<file path="src/rtl/memory_stage.sv">
`default_nettype none
// +----------------------------------------------------------------------------+
// | Module   : memory_stage                                                    |
// | Purpose  : MEM stage of a 5-stage MIPS pipeline. Issues data-memory        |
// |            requests, stalls upstream while an access is outstanding,       |
// |            holds the MEM/WB pipeline register (also used for forwarding    |
// |            back to EXECUTE) and resolves branch/jump (PCSrc).              |
// | Ports    : CLK, RST (async, active-low)                                    |
// |            EX/MEM in : branch, jump, MemRead, MemWrite, RegWrite,          |
// |                        MemtoReg, alu_out, readdata2_out, muxRegDst_out     |
// |            dmem      : dmem_req/we/addr/wdata out, dmem_rdata/ack in       |
// |            control   : stall, PCSrc, mem_err (sticky)                      |
// |            MEM/WB    : regMemWb, WBRegRd_wire, WB_RegWrite_wire            |
// | Revision : 1.0 - initial release                                           |
// +----------------------------------------------------------------------------+
module memory_stage #(
  parameter int DATA_W      = 32,
  parameter int REG_W       = 5,
  parameter int TIMEOUT_CYC = 16
) (
  input  logic              CLK,
  input  logic              RST,
  input  logic              branch,
  input  logic              jump,
  input  logic              MemRead,
  input  logic              MemWrite,
  input  logic              RegWrite,
  input  logic              MemtoReg,
  input  logic [DATA_W-1:0] alu_out,
  input  logic [DATA_W-1:0] readdata2_out,
  input  logic [REG_W-1:0]  muxRegDst_out,
  output logic              dmem_req,
  output logic              dmem_we,
  output logic [DATA_W-1:0] dmem_addr,
  output logic [DATA_W-1:0] dmem_wdata,
  input  logic [DATA_W-1:0] dmem_rdata,
  input  logic              dmem_ack,
  output logic              stall,
  output logic              PCSrc,
  output logic              mem_err,
  output logic [DATA_W-1:0] regMemWb,
  output logic [REG_W-1:0]  WBRegRd_wire,
  output logic              WB_RegWrite_wire
);

  localparam int c_CNT_W = (TIMEOUT_CYC > 2) ? $clog2(TIMEOUT_CYC) : 1;
  localparam logic [c_CNT_W-1:0] c_CNT_LAST = c_CNT_W'(TIMEOUT_CYC - 1);
  localparam logic [c_CNT_W-1:0] c_CNT_ONE  = c_CNT_W'(1);

  typedef enum logic [0:0] {
    S_IDLE   = 1'b0,
    S_ACCESS = 1'b1
  } state_t;

  state_t              r_state;
  logic [c_CNT_W-1:0]  r_cnt;
  logic                r_mem_err;
  logic [DATA_W-1:0]   r_wb_data;
  logic [REG_W-1:0]    r_wb_rd;
  logic                r_wb_we;

  logic w_memop;
  logic w_misalign;
  logic w_conflict;
  logic w_req;
  logic w_timeout;
  logic w_stall;
  logic w_done;

  assign w_memop    = MemRead | MemWrite;
  assign w_misalign = w_memop & (alu_out[1:0] != 2'b00);
  assign w_conflict = MemRead & MemWrite;
  // RST gating makes the request vanish the moment reset is asserted,
  // abandoning any access in flight without waiting for a clock edge.
  assign w_req      = RST & w_memop & ~w_misalign;
  // The final wait cycle is the abort cycle: stall drops so the pipeline
  // advances past the failed access on this edge.
  assign w_timeout  = (r_state == S_ACCESS) & w_req & ~dmem_ack & (r_cnt == c_CNT_LAST);
  assign w_stall    = w_req & ~dmem_ack & ~w_timeout;
  assign w_done     = w_req & dmem_ack;

  assign dmem_req         = w_req;
  // A read+write conflict is carried out as a write.
  assign dmem_we          = w_req & MemWrite;
  assign dmem_addr        = alu_out;
  assign dmem_wdata       = readdata2_out;
  assign stall            = w_stall;
  assign PCSrc            = (branch & alu_out[0]) | jump;
  assign mem_err          = r_mem_err;
  assign regMemWb         = r_wb_data;
  assign WBRegRd_wire     = r_wb_rd;
  assign WB_RegWrite_wire = r_wb_we;

  always_ff @(posedge CLK or negedge RST) begin
    if (!RST) begin
      r_state   <= S_IDLE;
      r_cnt     <= '0;
      r_mem_err <= 1'b0;
      r_wb_data <= '0;
      r_wb_rd   <= '0;
      r_wb_we   <= 1'b0;
    end else begin
      case (r_state)
        S_IDLE: begin
          if (w_stall) begin
            r_state <= S_ACCESS;
            r_cnt   <= '0;
          end
        end
        S_ACCESS: begin
          if (w_stall) begin
            r_cnt <= r_cnt + c_CNT_ONE;
          end else begin
            r_state <= S_IDLE;
            r_cnt   <= '0;
          end
        end
        default: begin
          r_state <= S_IDLE;
          r_cnt   <= '0;
        end
      endcase

      if (w_timeout | w_misalign | w_conflict) begin
        r_mem_err <= 1'b1;
      end

      // MEM/WB register: bubble on stall, suppress write on a failed access,
      // otherwise load the completed instruction.
      if (w_stall || w_timeout || w_misalign) begin
        r_wb_we <= 1'b0;
      end else if (w_done) begin
        r_wb_data <= (MemtoReg & ~MemWrite) ? dmem_rdata : alu_out;
        r_wb_rd   <= muxRegDst_out;
        r_wb_we   <= RegWrite;
      end else begin
        r_wb_data <= alu_out;
        r_wb_rd   <= muxRegDst_out;
        r_wb_we   <= RegWrite;
      end
    end
  end

endmodule
`default_nettype wire

</file>
<file path="config.mk">
export PLATFORM = sky130hd
export DESIGN_NAME = memory_stage
export DESIGN_NICKNAME = d
export VERILOG_FILES = /design/src/rtl/memory_stage.sv
export SDC_FILE = /design/constraint.sdc
export NUM_CORES = 1
export LEC_CHECK = 0
export ABC_AREA = 0
export CAP_MARGIN = 10
export CORE_ASPECT_RATIO = 0.7
export CORE_MARGIN = 5
export CORE_UTILIZATION = 36
export DETAILED_ROUTE_END_ITERATION = 16
export PLACE_DENSITY = 0.86
export SKIP_LAST_GASP = 1
export SLEW_MARGIN = 15
export SYNTH_ARGS = -nofsm -noshare
export SYNTH_HDL_FRONTEND = slang
export SYNTH_SLANG_ARGS = --single-unit
</file>
<file path="constraint.sdc">
create_clock -name CLK -period 2.3 [get_ports CLK]
set_input_delay 0.345 -clock CLK [delete_from_list [all_inputs] [get_ports CLK]]
set_output_delay 0.345 -clock CLK [all_outputs]
set_load 0.05 [all_outputs]
</file>
# After elaboration in Yosys (flattened, before gate mapping)
# Index checks and enable logic that the tools add are counted.
# totals
reg_bits,44
input_bits,110
# op_classes
addsub,1
n_eq_ne,2
mux,7
n_bitwise,22
reduce_logical,3
# op_table
operator,count
32-bit 2-to-1 mux,2
1-bit AND,13
4-bit 2-to-1 mux,2
4-bit case mux with 2 select lines,1
1-bit inverter,5
"4-bit by 1-bit adder with 4-bit output, second input constant",1
"4-bit equality test, second input constant",1
1-bit bitwise OR,4
1-bit logical OR,2
1-bit 2-to-1 mux,2
"2-bit inequality test, second input constant",1
2-bit nonzero test,1

# Longest topological paths before layout
# Gate-level depths: netlist of run 1.
# depth
depth_word,12
ltp_mapped,6
depth_no_buf,4

# Least setup slack after synthesis of run 1
# Ideal clock, no wire load.
# synth_timing
path_type,input port to output port
from,in alu_out[0]
to,out dmem_req
arrival_ns,1.606
t_required_ns,1.955
setup_slack_ns,0.349
cell_stages,3
path_buffers,1
cell_sequence,or3b_1 clkbuf_1 nor2_1
# synth_via
elab_chain_cells,4
# synth_lines
item,line_no,text
"start, declared",29,"input logic [DATA_W-1:0] alu_out,"
2-bit nonzero test,71,assign w_misalign = w_memop & (alu_out[1:0] != 2'b00);
1-bit AND,71,
1-bit inverter,75,assign w_req = RST & w_memop & ~w_misalign;
1-bit AND,75,
"end, declared",32,"output logic dmem_req,"
# No other way between the ends.

# Worst setup path in the final report of run 1
# layout_timing
from,in dmem_ack
to,out stall
# layout_via
elab_chain_cells,5
# layout_lines
item,line_no,text
"start, declared",37,"input logic dmem_ack,"
1-bit inverter (*),"78, 79",
1-bit AND (2 in series),78,assign w_timeout = (r_state == S_ACCESS) & w_req & ~dmem_ack & (r_cnt == c_CNT_LAST);
1-bit inverter,79,assign w_stall = w_req & ~dmem_ack & ~w_timeout;
1-bit AND (*),79,
"end, declared",38,"output logic stall,"
# Mark *: on every way between the ends. The rest lies on a longest branch, timed or not.

==> results of run 1 <==
==> layout by cell type (no fill, tap or decap), types with 3 or more instances in the layout <==
master	instances
sky130_fd_sc_hd__a211oi_1	32
sky130_fd_sc_hd__a21oi_1	4
sky130_fd_sc_hd__a31oi_1	32
sky130_fd_sc_hd__and2_1	3
sky130_fd_sc_hd__buf_12	7
sky130_fd_sc_hd__buf_4	46
sky130_fd_sc_hd__clkbuf_8	5
sky130_fd_sc_hd__clkdlybuf4s50_1	115
sky130_fd_sc_hd__dfrtp_1	44
sky130_fd_sc_hd__mux2_1	4
sky130_fd_sc_hd__nand2_1	6
sky130_fd_sc_hd__nand3_1	33
sky130_fd_sc_hd__o21ai_0	29
sky130_fd_sc_hd__o21ai_1	3
sky130_fd_sc_hd__o22ai_1	3
==> worst paths after layout <==
kind | slack (ns) | endpoint | depth (start not counted)
worst max-delay path | 0.20 | stall | 4
worst min-delay path | 0.19 | regMemWb[30] | 2
worst max register to register | 1.11 | r_state | 3
worst min register to register | 0.49 | WBRegRd_wire[2] | 1
max in group asynchronous | 1.27 | r_cnt[1] | 2
min in group CLK | 0.49 | WBRegRd_wire[2] | 1
==> worst reg2reg max path: stages, from the launching register on <==
cell and delay (ns):
sky130_fd_sc_hd__dfrtp_1 0.41, sky130_fd_sc_hd__ha_1 0.26, sky130_fd_sc_hd__nand4_1 0.14, sky130_fd_sc_hd__and3_1 0.26
==> power by group through the flow <==
stage          Combinational [mW]  Sequential (mW)  Clock [mW]
5_1_grt                      1.17            0.938       0.511
3_3_place_gp                 1.11            0.934           0
4_1_cts                      1.13            0.925       0.476
3_5_place_dp                 1.12            0.941           0
2_1_floorplan               0.485             1.27           0
6_report                     1.12            0.925       0.456
==> synthesized netlist by cell type <==
library cell / instances
sky130_fd_sc_hd__buf_4: 67
sky130_fd_sc_hd__dfrtp_1: 44
sky130_fd_sc_hd__nand3_1: 33
sky130_fd_sc_hd__a211oi_1: 32
sky130_fd_sc_hd__a31oi_1: 32
sky130_fd_sc_hd__o21ai_0: 29
sky130_fd_sc_hd__clkbuf_1: 20
sky130_fd_sc_hd__nand2_1: 6
sky130_fd_sc_hd__buf_2: 5
sky130_fd_sc_hd__a21oi_1: 4
sky130_fd_sc_hd__mux2_1: 4
sky130_fd_sc_hd__and2_1: 3
sky130_fd_sc_hd__nor2_1: 3
sky130_fd_sc_hd__o21ai_1: 3
sky130_fd_sc_hd__o22ai_1: 3
sky130_fd_sc_hd__a21o_1: 2
sky130_fd_sc_hd__and3_1: 2
sky130_fd_sc_hd__inv_1: 2
sky130_fd_sc_hd__nand2b_1: 2
sky130_fd_sc_hd__nand4_1: 2
sky130_fd_sc_hd__a211o_1: 1
sky130_fd_sc_hd__and4b_1: 1
sky130_fd_sc_hd__ha_1: 1
sky130_fd_sc_hd__mux2_2: 1
sky130_fd_sc_hd__nand4b_1: 1
sky130_fd_sc_hd__nor3b_2: 1
sky130_fd_sc_hd__nor4b_2: 1
sky130_fd_sc_hd__o32ai_1: 1
sky130_fd_sc_hd__or2_2: 1
sky130_fd_sc_hd__or3b_1: 1
sky130_fd_sc_hd__xor2_1: 1
==> cell families (layout without fill, tap and decap cells) <==
family                   Yosys count  count (layout)  synth area share
buffers and inverters             94             179             0.220
AND/OR/NAND/NOR                   57              57             0.114
adder cells (fa/ha/maj)            1               1           0.00450
XOR/XNOR                           1               1           0.00315
flip-flops                        44              44             0.396
multiplexers                       5               5            0.0203
AO/OA/AOI/OAI                    107             107             0.242
==> sequential cells by signal, summed over array words and instances, names as in the netlist <==
signal            count
regMemWb             32
WBRegRd_wire          5
r_cnt                 4
WB_RegWrite_wire      1
mem_err               1
r_state               1
==> repair_timing <==
action                    CTS  global route
hold endpoints to repair   10             0
hold buffers                1             0
gates resized for setup     0             0
==> area by class of cell <==
cell class,instances,area [sq um],share of cell area
well taps,98,123,0.0304
inverters,2,7.51,0.00186
multi-input cells,171,1080,0.267
repair buffers,170,1650,0.409
flip-flops and latches,44,1100,0.273
clock buffers,6,72.6,0.0180
clock inverters,1,5.00,0.00124
==> per-stage QoR <==
step / setup WS, ns / area, sq um / power, mW
finish: 0.197 / 4040 / 2.50
global route: 0.141 / 4040 / 2.61
CTS: 0.201 / 4040 / 2.53
detailed placement: 0.214 / 3950 / 2.06
global placement: 0.244 / 3950 / 2.04
floorplan: 0.349 / 2780 / 1.75
==> routing by layer <==
layer / GRT usage / wire length [um] / up-vias
li1: - / - / 1247
met4: 0.0458 / 106 / 0
met2: 0.314 / 4490 / 192
met3: 0.0616 / 1140 / 14
met5: 0 / 0 / -
met1: 0.231 / 3670 / 1313
==> results.sh, run 1 <==
export IMPL_core_footprint_sq_um=7420
export IMPL_htree_num_levels=2
export IMPL_synth_top_cells_by_area="sky130_fd_sc_hd__dfrtp_1, sky130_fd_sc_hd__buf_4, sky130_fd_sc_hd__a211oi_1"
export IMPL_worstPathCellList="clkdlybuf4s50_1 > nor4b_2 > and3_1 > buf_12"
export IMPL_cellPowerDensity_nw_per_um2=619
export IMPL_core_rowCount=26
export IMPL_tritoncts_clock_tree="done"
export IMPL_routed_wire_per_std_cell_um=19.1
export IMPL_worst_slew_pin_transition_ns=0.552
export IMPL_max_cap_viol_count=0
export IMPL_swShare=0.402
export IMPL_worst_skew_pair_late_latency_ns=0.29
export IMPL_drc=0
export IMPL_grt_total_usage=0.187
export IMPL_critPathBufInv=2
export IMPL_num_fill_cells=667
export IMPL_post_layout_nonfiller_instances=492
export IMPL_outcome="completed"
export IMPL_detail_route_iter0_violations=259
export IMPL_final_cycle_share=0.914
export IMPL_ant_nets=0
export IMPL_final_hold_violation_count=0
export IMPL_power_leakage_nw=1.52
export IMPL_syn_num_nets=420
export IMPL_synthesis_area_sq_um=2780
export IMPL_grt_pass1_wl_um=14700
export IMPL_netSwitchingPower_mw=1.00
export IMPL_worst_r2r_startpoint="r_cnt[0]"
export IMPL_clkSlewWorstSetupHoldPaths_ns=0.08
export IMPL_routed_wire_length_um=9410
export IMPL_worst_ep_required_time_ns=1.96
export IMPL_worstSetupStartpointType="primary input"
export IMPL_utilization=0.544
export IMPL_numCtsBuffers=5
export IMPL_dieHeight_um=83.5
export IMPL_slew_headroom=0.631
export IMPL_netlist_area_leader_share=0.396
export IMPL_fmax_mhz=475
export IMPL_synth_seq_area_share=0.396
export IMPL_worstSetupStartpoint="dmem_ack"
export IMPL_grt_antenna_before_repair=0
export IMPL_worstPathArrival_ns=1.76
export IMPL_post_cts_repair_setup_buffers=0
export IMPL_timing_setup_critical_path_class="in -> out"
export IMPL_drive_gt1_frac=0.168
export IMPL_pins_over_slew_limit=0
export IMPL_peakVddDrop_v=0.000302
export IMPL_synth_ff_latch_count=44
export IMPL_intPower_mw=1.49
export IMPL_period_minus_slack_ns=2.10
export IMPL_synth_cell_types=31
export IMPL_start_util=0.374
export IMPL_cts_root_buffer_cell="sky130_fd_sc_hd__clkbuf_8"
export IMPL_grt_start_max_net_pins=35
export IMPL_nets=505
export IMPL_dp_final_hpwl_um=6940
export IMPL_number_of_warning_messages_in_the_yosys_log=0
export IMPL_grt_pass1_vias=2875
export IMPL_post_drt_via_cell_ratio=5.62
export IMPL_worstPathMaxFanout=4
export IMPL_power_share_combinational=0.448
export IMPL_rsz0062_at_grt="no"
export IMPL_p_seq_frac=0.370
export IMPL_timing_hold_worst_class="in -> async"
export IMPL_antenna_cells=0
export IMPL_cts_sinks=44
export IMPL_setup_clock_skew_after_layout_ns=0.00261
export IMPL_slowest_stage="sky130_fd_sc_hd__clkdlybuf4s50_1"
export IMPL_hold_worst_slack_ns=0.193
export IMPL_slowest_delay_ns=0.50
export IMPL_clock_power_share=0.182
export IMPL_die_x_um=115
export IMPL_number_of_buffers_on_the_longest_clock_path=2
export IMPL_die_area_sq_um=9600
export IMPL_dp_cells=484
export IMPL_post_synth_inst_count=309
export IMPL_critical_path_endpoint_type="output pin"
export IMPL_finalWeightedCongestion=0.830
export IMPL_finalSetupViolCount=0
export IMPL_routed_vias=2766
export IMPL_synth_area_leader_cell="sky130_fd_sc_hd__dfrtp_1"
export IMPL_boundaryPins=217
export IMPL_synth_avg_cell_area_sq_um=8.99
export IMPL_area_delta_synth_final_pct=45.4
export IMPL_io_buffers=152
export IMPL_totalNegativeSetupSlack_ns=0
export IMPL_cp_top_family="simple AND/OR/NAND/NOR gates"
export IMPL_drt_first_pass_iters=5
export IMPL_grt_overflow=0
Power figures use the tool's default switching activity.
==> run 2, diff against run 1 <==
--- a/config.mk
+++ b/config.mk
@@ -17,3 +17,4 @@
 export SYNTH_ARGS = -nofsm -noshare
 export SYNTH_HDL_FRONTEND = slang
 export SYNTH_SLANG_ARGS = --single-unit
+export TNS_END_PERCENT = 20
==> results of run 2 <==
Final layout, timing and power as in run 1 (identical DEF).
